==> config.mk <==
export PLATFORM = sky130hd
export DESIGN_NAME = mem_word_reader_flat
export DESIGN_NICKNAME = d
export VERILOG_FILES = /design/src/rtl/mem_word_reader_if.sv /design/src/rtl/mem_word_reader.sv /design/src/flat_wrapper.sv
export SDC_FILE = /design/constraint.sdc
export NUM_CORES = 1
export LEC_CHECK = 0
export ABC_CLOCK_PERIOD_IN_PS = 3200
export BUFFER_PORTS_ARGS = -buffer_cell sky130_fd_sc_hd__buf_2
export CAP_MARGIN = 30
export CORE_MARGIN = 8
export CORE_UTILIZATION = 60
export DETAILED_ROUTE_END_ITERATION = 12
export PLACE_DENSITY = 0.95
export SYNTH_ARGS = -nofsm -noshare
export SYNTH_HDL_FRONTEND = slang
export SYNTH_SLANG_ARGS = --single-unit
==> constraint.sdc <==
create_clock -name clk -period 3.2 [get_ports clk]
set_input_delay 0.64 -clock clk [delete_from_list [all_inputs] [get_ports clk]]
set_output_delay 0.64 -clock clk [all_outputs]
set_load 0.005 [all_outputs]
==> src/rtl/mem_word_reader_if.sv <==
// Request/result and halfword-memory signals of the word reader, bundled as one port.
// The reader uses the slave view; the requester together with the memory uses the master view.
interface mem_word_reader_if #(
    parameter int ADDR_W = 8
);
    logic              start;
    logic [ADDR_W-1:0] byte_addr;
    logic              big_endian;
    logic              busy;
    logic              done;
    logic [31:0]       data;
    logic              misaligned;
    logic [ADDR_W-2:0] mem_addr;
    logic              mem_rd;
    logic [15:0]       mem_rdata;

    modport slave (
        input  start,
        input  byte_addr,
        input  big_endian,
        input  mem_rdata,
        output busy,
        output done,
        output data,
        output misaligned,
        output mem_addr,
        output mem_rd
    );

    modport master (
        output start,
        output byte_addr,
        output big_endian,
        output mem_rdata,
        input  busy,
        input  done,
        input  data,
        input  misaligned,
        input  mem_addr,
        input  mem_rd
    );
endinterface

==> src/rtl/mem_word_reader.sv <==
// Fetches a 32-bit word at any byte address from a 16-bit synchronous memory
// using two (even address) or three (odd address) halfword reads.
module mem_word_reader #(
    parameter int ADDR_W = 8
) (
    input  logic               clk,
    input  logic               rst,
    mem_word_reader_if.slave   bus
);
    localparam int HW_W = ADDR_W - 1;
    localparam logic [HW_W-1:0] HW_ONE = {{(HW_W-1){1'b0}}, 1'b1};

    typedef enum logic [1:0] {
        ST_IDLE    = 2'd0,
        ST_READ    = 2'd1,
        ST_COLLECT = 2'd2
    } state_t;

    state_t            state_r;
    logic              busy_r;
    logic              done_r;
    logic              mem_rd_r;
    logic              misaligned_r;
    logic [HW_W-1:0]   mem_addr_r;
    logic [31:0]       data_r;
    logic              odd_r;
    logic              be_r;
    logic [1:0]        issued_r;
    logic [31:0]       collect_r;

    logic [47:0]       collect_s;
    logic [31:0]       word_s;
    logic [31:0]       assembled_s;
    logic [1:0]        last_s;

    function automatic logic [31:0] byte_swap(input logic [31:0] w);
        return {w[7:0], w[15:8], w[23:16], w[31:24]};
    endfunction

    // Assemble the word from the collected halfwords plus the one arriving now
    always_comb begin
        collect_s   = {collect_r, bus.mem_rdata};
        word_s      = 32'h0000_0000;
        assembled_s = 32'h0000_0000;
        last_s      = 2'd1;
        // An odd start address skips the leading high byte of the first halfword
        if (odd_r) begin
            word_s = collect_s[39:8];
            last_s = 2'd2;
        end else begin
            word_s = collect_s[31:0];
            last_s = 2'd1;
        end
        if (be_r) begin
            assembled_s = word_s;
        end else begin
            assembled_s = byte_swap(word_s);
        end
    end

    // Access sequencer: accept, issue halfword reads, collect, publish
    always_ff @(posedge clk or negedge rst) begin
        if (!rst) begin
            state_r      <= ST_IDLE;
            busy_r       <= 1'b0;
            done_r       <= 1'b0;
            mem_rd_r     <= 1'b0;
            misaligned_r <= 1'b0;
            mem_addr_r   <= {HW_W{1'b0}};
            data_r       <= 32'h0000_0000;
            odd_r        <= 1'b0;
            be_r         <= 1'b0;
            issued_r     <= 2'd0;
            collect_r    <= 32'h0000_0000;
        end else begin
            done_r <= 1'b0;
            case (state_r)
                ST_IDLE: begin
                    if (bus.start) begin
                        be_r         <= bus.big_endian;
                        odd_r        <= bus.byte_addr[0];
                        misaligned_r <= |bus.byte_addr[1:0];
                        mem_addr_r   <= bus.byte_addr[ADDR_W-1:1];
                        mem_rd_r     <= 1'b1;
                        busy_r       <= 1'b1;
                        issued_r     <= 2'd0;
                        state_r      <= ST_READ;
                    end else begin
                        mem_rd_r     <= 1'b0;
                        busy_r       <= 1'b0;
                        state_r      <= ST_IDLE;
                    end
                end
                ST_READ: begin
                    // Read data lags its strobe by one edge, so nothing arrives at the first edge
                    if (issued_r != 2'd0) begin
                        collect_r <= {collect_r[15:0], bus.mem_rdata};
                    end else begin
                        collect_r <= collect_r;
                    end
                    issued_r <= issued_r + 2'd1;
                    if (issued_r == last_s) begin
                        mem_rd_r <= 1'b0;
                        state_r  <= ST_COLLECT;
                    end else begin
                        mem_addr_r <= mem_addr_r + HW_ONE;
                        state_r    <= ST_READ;
                    end
                end
                ST_COLLECT: begin
                    data_r  <= assembled_s;
                    done_r  <= 1'b1;
                    busy_r  <= 1'b0;
                    state_r <= ST_IDLE;
                end
                default: begin
                    mem_rd_r <= 1'b0;
                    busy_r   <= 1'b0;
                    state_r  <= ST_IDLE;
                end
            endcase
        end
    end

    assign bus.busy       = busy_r;
    assign bus.done       = done_r;
    assign bus.data       = data_r;
    assign bus.misaligned = misaligned_r;
    assign bus.mem_addr   = mem_addr_r;
    assign bus.mem_rd     = mem_rd_r;

endmodule

==> src/flat_wrapper.sv <==
// flat-port wrapper written by rule: the top's interface ports become plain ports
module mem_word_reader_flat 
#(
    parameter int ADDR_W = 8
)
  (clk, rst, bus_start, bus_byte_addr, bus_big_endian, bus_mem_rdata, bus_busy, bus_done, bus_data, bus_misaligned, bus_mem_addr, bus_mem_rd);
  mem_word_reader_if #(.ADDR_W(ADDR_W)) bus_i ();
  input  logic clk;
  input  logic rst;
  input wire logic [$bits(bus_i.start)-1:0] bus_start;
  input wire logic [$bits(bus_i.byte_addr)-1:0] bus_byte_addr;
  input wire logic [$bits(bus_i.big_endian)-1:0] bus_big_endian;
  input wire logic [$bits(bus_i.mem_rdata)-1:0] bus_mem_rdata;
  output wire logic [$bits(bus_i.busy)-1:0] bus_busy;
  output wire logic [$bits(bus_i.done)-1:0] bus_done;
  output wire logic [$bits(bus_i.data)-1:0] bus_data;
  output wire logic [$bits(bus_i.misaligned)-1:0] bus_misaligned;
  output wire logic [$bits(bus_i.mem_addr)-1:0] bus_mem_addr;
  output wire logic [$bits(bus_i.mem_rd)-1:0] bus_mem_rd;
  assign bus_i.start = bus_start;
  assign bus_i.byte_addr = bus_byte_addr;
  assign bus_i.big_endian = bus_big_endian;
  assign bus_i.mem_rdata = bus_mem_rdata;
  assign bus_busy = bus_i.busy;
  assign bus_done = bus_i.done;
  assign bus_data = bus_i.data;
  assign bus_misaligned = bus_i.misaligned;
  assign bus_mem_addr = bus_i.mem_addr;
  assign bus_mem_rd = bus_i.mem_rd;
  mem_word_reader #(.ADDR_W(ADDR_W)) u_core (.clk(clk), .rst(rst), .bus(bus_i));
endmodule
# Yosys cells after proc, flatten, opt, wreduce, memory -nomap -nowiden
# Cells that the tools add are included.
# word_totals
latch_bits	0
inputBits	28
mem_bits_ro	0
ramBits	0
output_inout_bits	43
mem_count	0
wordCells	45
register_bits	73
# classes
div	0
mux	16
mul	0
magnitude_cmp	0
n_eq_ne	6
addsub	2
n_shift	0
n_reduce_logical	9
bitwise	1
# op_table
operator	count
32-bit 2-to-1 mux	2
7-bit 2-to-1 mux	2
7-bit case mux with 2 select lines	1
2-bit case mux with 2 select lines	2
2-bit AND reduction	4
7-bit by 1-bit adder with 7-bit output, second input constant	1
2-bit 2-to-1 mux	3
1-bit 2-to-1 mux	4
2-bit inequality test, second input constant	2
2-bit nonzero test	2
1-bit case mux with 3 select lines	1
3-bit AND reduction	1
2-bit by 1-bit adder with 2-bit output, second input constant	1
2-bit by 1-bit equality test with 1-bit output, second input constant	1
2-bit equality test	1
2-bit equality test, second input constant	1
2-bit logical NOT	1
2-bit by 1-bit inequality test with 1-bit output, second input constant	1
1-bit case mux with 2 select lines	1
2-bit OR reduction	1
1-bit inverter	1

# Depth between registers and ports, before layout
# logic_depth
ltp_word	4
depth_mapped	6
ltp_nobuf	5

# Worst setup path before layout
# No wires, ideal clock.
# synth_timing
path_kind	input port to flip-flop
from	in bus_start
to	reg u_core.be_r
t_required_ns	3.075
path_buffers	0
stages	3
arrival_ns	1.503
setup_slack_ns	1.572
setup_time_ns	0.125
cell_sequence	or2b_2 > nor2_1 > mux2_2
# synth_between
elab_chain_len	1
# synth_rtl
item	line_no	text
start: declaration	flat_wrapper.sv:10	input wire logic [$bits(bus_i.start)-1:0] bus_start;
2-bit AND reduction (no source line)	-	
end signal: assignment	mem_word_reader.sv:80	be_r <= bus.big_endian;
end: declaration	mem_word_reader.sv:27	logic be_r;
# Every way passes these cells.
# A chain may end at the register's enable or synchronous reset.

# Final worst setup path
# layout_timing
from	reg u_core.state_r[0]
to	reg u_core.mem_addr_r[6] (netlist: u_core.bus.mem_addr[6])
# layout_between
elab_chain_len	3
elab_cells_between_ends	7
cone_classes	eq/ne: 3; mux: 1; reduce/logical: 3
# layout_rtl
item	line_no	text
start: declaration	mem_word_reader.sv:19	state_t state_r;
start signal: assignment	mem_word_reader.sv:64	state_r <= ST_IDLE;
start signal: assignment	mem_word_reader.sv:87	state_r <= ST_READ;
start signal: assignment	mem_word_reader.sv:91	state_r <= ST_IDLE;
2-bit by 1-bit equality test with 1-bit output / 2-bit logical NOT (equally long branches)	mem_word_reader.sv:77	case (state_r)
2-bit inequality test (no source line) / 2-bit nonzero test (equally long branches)	-	
3-bit AND reduction (no source line)	-	
end signal: assignment	mem_word_reader.sv:69	mem_addr_r <= {HW_W{1'b0}};
end signal: assignment	mem_word_reader.sv:83	mem_addr_r <= bus.byte_addr[ADDR_W-1:1];
end signal: assignment	mem_word_reader.sv:106	mem_addr_r <= mem_addr_r + HW_ONE;
end: declaration	mem_word_reader.sv:24	logic [HW_W-1:0] mem_addr_r;
# Parallel ways exist; a longest one is shown, timed or not.

==> flow_summary.yaml <==
global_routing:
  grt_max_degree: 46
  grt_pass1_vias: 2856
  antenna_found_initial: 0
  grt_pass1_wl_um: 14000
  grt_usage_pct: 19.9
  grt_overflow_total: 0
layout:
  fin_nets: 411
  mostFrequentLayoutCells: "71 x dfrtp_1, 70 x buf_2, 58 x mux2_2"
  layout-drive-gt1-share_pct: 45.6
  n_fill_cell: 453
  layout_commonest_cell: "dfrtp_1"
  area_growth_pct: 14.5
  diodes: 0
worst_setup_path:
  start_kind: "flop"
  crit_path_start: "u_core.state_r[0]$_DFF_PN0_"
  crit_arrival_ns: 2.30
  cp_max_fo: 17
  crit_path_end: "u_core.bus.mem_addr[6]$_DFFE_PN0P_"
  cp.required_ns: 3.40
  end_kind: "flop"
  r2r-end: "u_core.bus.mem_addr[6]$_DFFE_PN0P_"
  worst-r2r-cell-count: 3
  timing_worst_setup_path_type: "flop to flop"
  reg2reg_from: "u_core.state_r[0]$_DFF_PN0_"
  r2r_slack_ns: 1.09
synth:
  synth_area_per_cell_sq_um: 12.1
  ys_ff_latch: 73
  synth-seq-area-share_pct: 47.5
  synth_edf_count: 0
  ys_types: 39
  synth_top_area_share_pct: 47.5
  synth_ff_type: "dfrtp_1"
  yosys.area.top_type: "dfrtp_1"
  syn_nets: 348
  netlist_area_sq_um: 3850
  synth_cells: 318
  ys_warn_count: 0
  synth_area_leaders: "dfrtp_1 47%, mux2_2 17%, mux4_2 9.4%"
  synthArstFlopShare_pct: 100
placement:
  gp_congestion: 0.807
  hpwl_um: 5960
  io_buffers: 70
power_and_ir_drop:
  power.share.clock_pct: 14.7
  comb_power_share_pct: 47.0
  ir_drop_uv: 963
  p_int_mw: 3.15
  p_seq_share_pct: 38.2
  leakagePower_nw: 2.01
  pwr_density_cell_nw_per_um2: 1150
  p_sw_share_pct: 38.0
  p_switching_mw: 1.93
floorplan:
  row_count: 29
  die_area_sq_um: 9230
  die_h_um: 96.1
  coreArea_sq_um: 6280
  start_util_pct: 61.3
  io_pins: 71
  die_x_um: 96.1
cts:
  cts_made_buffers: 9
  cts_buffer_depth: 2
  tritoncts: "built"
  cts_resized: 0
  cts.root.buffer_cell: "clkbuf_8"
  clkTransAtPathRegs_ns: 0.08
  hold_buffers: 0
  clkSinkCount: 73
  postCtsSetupBuffers: 0
  clk_latency_ns: 0.36
  cts_max_level: 3
timing:
  slew_headroom_pct: 45.1
  hold_slack_ns: 0.333
  clock.fmax_mhz: 475
  max_slew.worst_pin.slew_ns: 0.824
  fin_tns_setup_ns: 0
  setup_viol: 0
  min_period_ns: 2.11
  fin_crit_sh_pct: 65.8
  rsz0062_at_grt: "false"
  clock_skew_ns: 0.0131
  hold_violations: 0
  slew_violations: 0
route:
  num_vias: 2773
  ant_nets: 0
  wl_um: 8470
  vias_per_cell: 5.99
  firstDrtPassIters: 4
  remaining_drc_errors: 0
  drt_iter0_drc: 137
  wl_per_cell_um: 18.3
run_status:
  status: "finished, final reports clean"
hold_path:
  hold_class: "input pin to async pin"
flow_run:
  max-cap-violations: 0
[routing by layer]
layer  routed length (um)  GRT usage (%)  vias to the layer above
met4                  240           10.6                        0
met5                    0              0                        -
li1                     -              -                     1279
met2                 4210           32.3                       95
met3                  614           5.23                       22
met1                 3400           23.7                     1377
[state kept, by name (all words and copies together) (netlist names)]
name and count:
u_core.bus.mem_rd 1, u_core.issued_r 2, u_core.collect_r 24, u_core.bus.data 32, u_core.bus.busy 1, u_core.bus.mem_addr 7
u_core.bus.misaligned 1, u_core.odd_r 1, u_core.state_r 2, u_core.be_r 1, u_core.bus.done 1
[stage by stage]
| step | area (sq um) | utilization (%) | power, mW | std cells | setup WS [ns] |
|---|---|---|---|---|---|
| after floorplan | 3850 | - | 3.71 | 318 | 1.57 |
| after global placement | 4200 | 66.9 | 4.15 | 447 | 1.24 |
| after detailed placement | 4200 | 66.9 | 4.35 | 447 | 1.15 |
| after CTS | 4410 | 70.2 | 5.12 | 463 | 1.11 |
| after global routing | 4410 | 70.2 | 5.47 | 463 | 0.898 |
| final | 4410 | 70.2 | 5.08 | 463 | 1.09 |
[worst min-delay path by stage]
stage	startpoint	end	slack (ns)	cells after the start
3_5_place_dp	u_core.bus.data[18]$_DFFE_PN0P_	u_core.bus.data[18]$_DFFE_PN0P_	0.47	2
3_3_place_gp	u_core.bus.data[22]$_DFFE_PN0P_	u_core.bus.data[22]$_DFFE_PN0P_	0.46	2
6_report	rst	u_core.collect_r[16]$_DFFE_PN0P_	0.33	1
4_1_cts	rst	u_core.bus.data[1]$_DFFE_PN0P_	0.34	1
2_1_floorplan	rst	u_core.be_r$_DFFE_PN0P_	0.34	0
5_1_grt	rst	u_core.collect_r[16]$_DFFE_PN0P_	0.37	1
[logic make-up (layout without fill, tap and decap cells)]
group | count (synthesis) | count (layout) | share of synthesized area, %
compound gates | 59 | 59 | 8.78
flops | 73 | 73 | 47.5
buf+inv | 27 | 95 | 4.29
simple gates | 64 | 64 | 7.54
mux | 93 | 93 | 31.3
fa+ha+maj | 2 | 2 | 0.650
[cell usage after synthesis, types with 2 or more instances]
master / number
buf_2: 3
buf_1: 2
clkbuf_1: 7
buf_6: 3
nand2b_1: 3
clkbuf_2: 2
ha_1: 2
mux2i_1: 19
o21ai_0: 22
or3_1: 2
inv_1: 4
mux4_2: 16
mux2_2: 58
clkbuf_8: 2
nand3_1: 3
a21oi_1: 25
nor3_1: 3
nand2_1: 24
dfrtp_1: 73
nor2_1: 23
buf_4: 4
[power groups by stage]
stage	Clock, mW	Combinational, mW	Sequential [mW]
final	0.748	2.39	1.94
after global routing	0.806	2.63	2.03
after CTS	0.762	2.42	1.94
after detailed placement	0	2.40	1.95
after global placement	0	2.26	1.89
after floorplan	0	1.97	1.73
[critical path, cell delays in order (launching register included)]
cell,delay (ns)
dfrtp_1,0.67
nand2b_1,0.32
a2111oi_0,0.74
a311oi_1,0.22
[layout make-up]
type | instances | area [sq um] | share of cell area [%]
Clock buffer | 11 | 151 | 3.44
Clock inverter | 5 | 53.8 | 1.22
Inverter | 4 | 15.0 | 0.341
Multi-Input combinational cell | 218 | 1860 | 42.2
Sequential cell | 73 | 1830 | 41.5
Tap cell | 77 | 96.3 | 2.19
Timing Repair Buffer | 75 | 400 | 9.09
No activity file was read; power rests on OpenSTA's default activity.
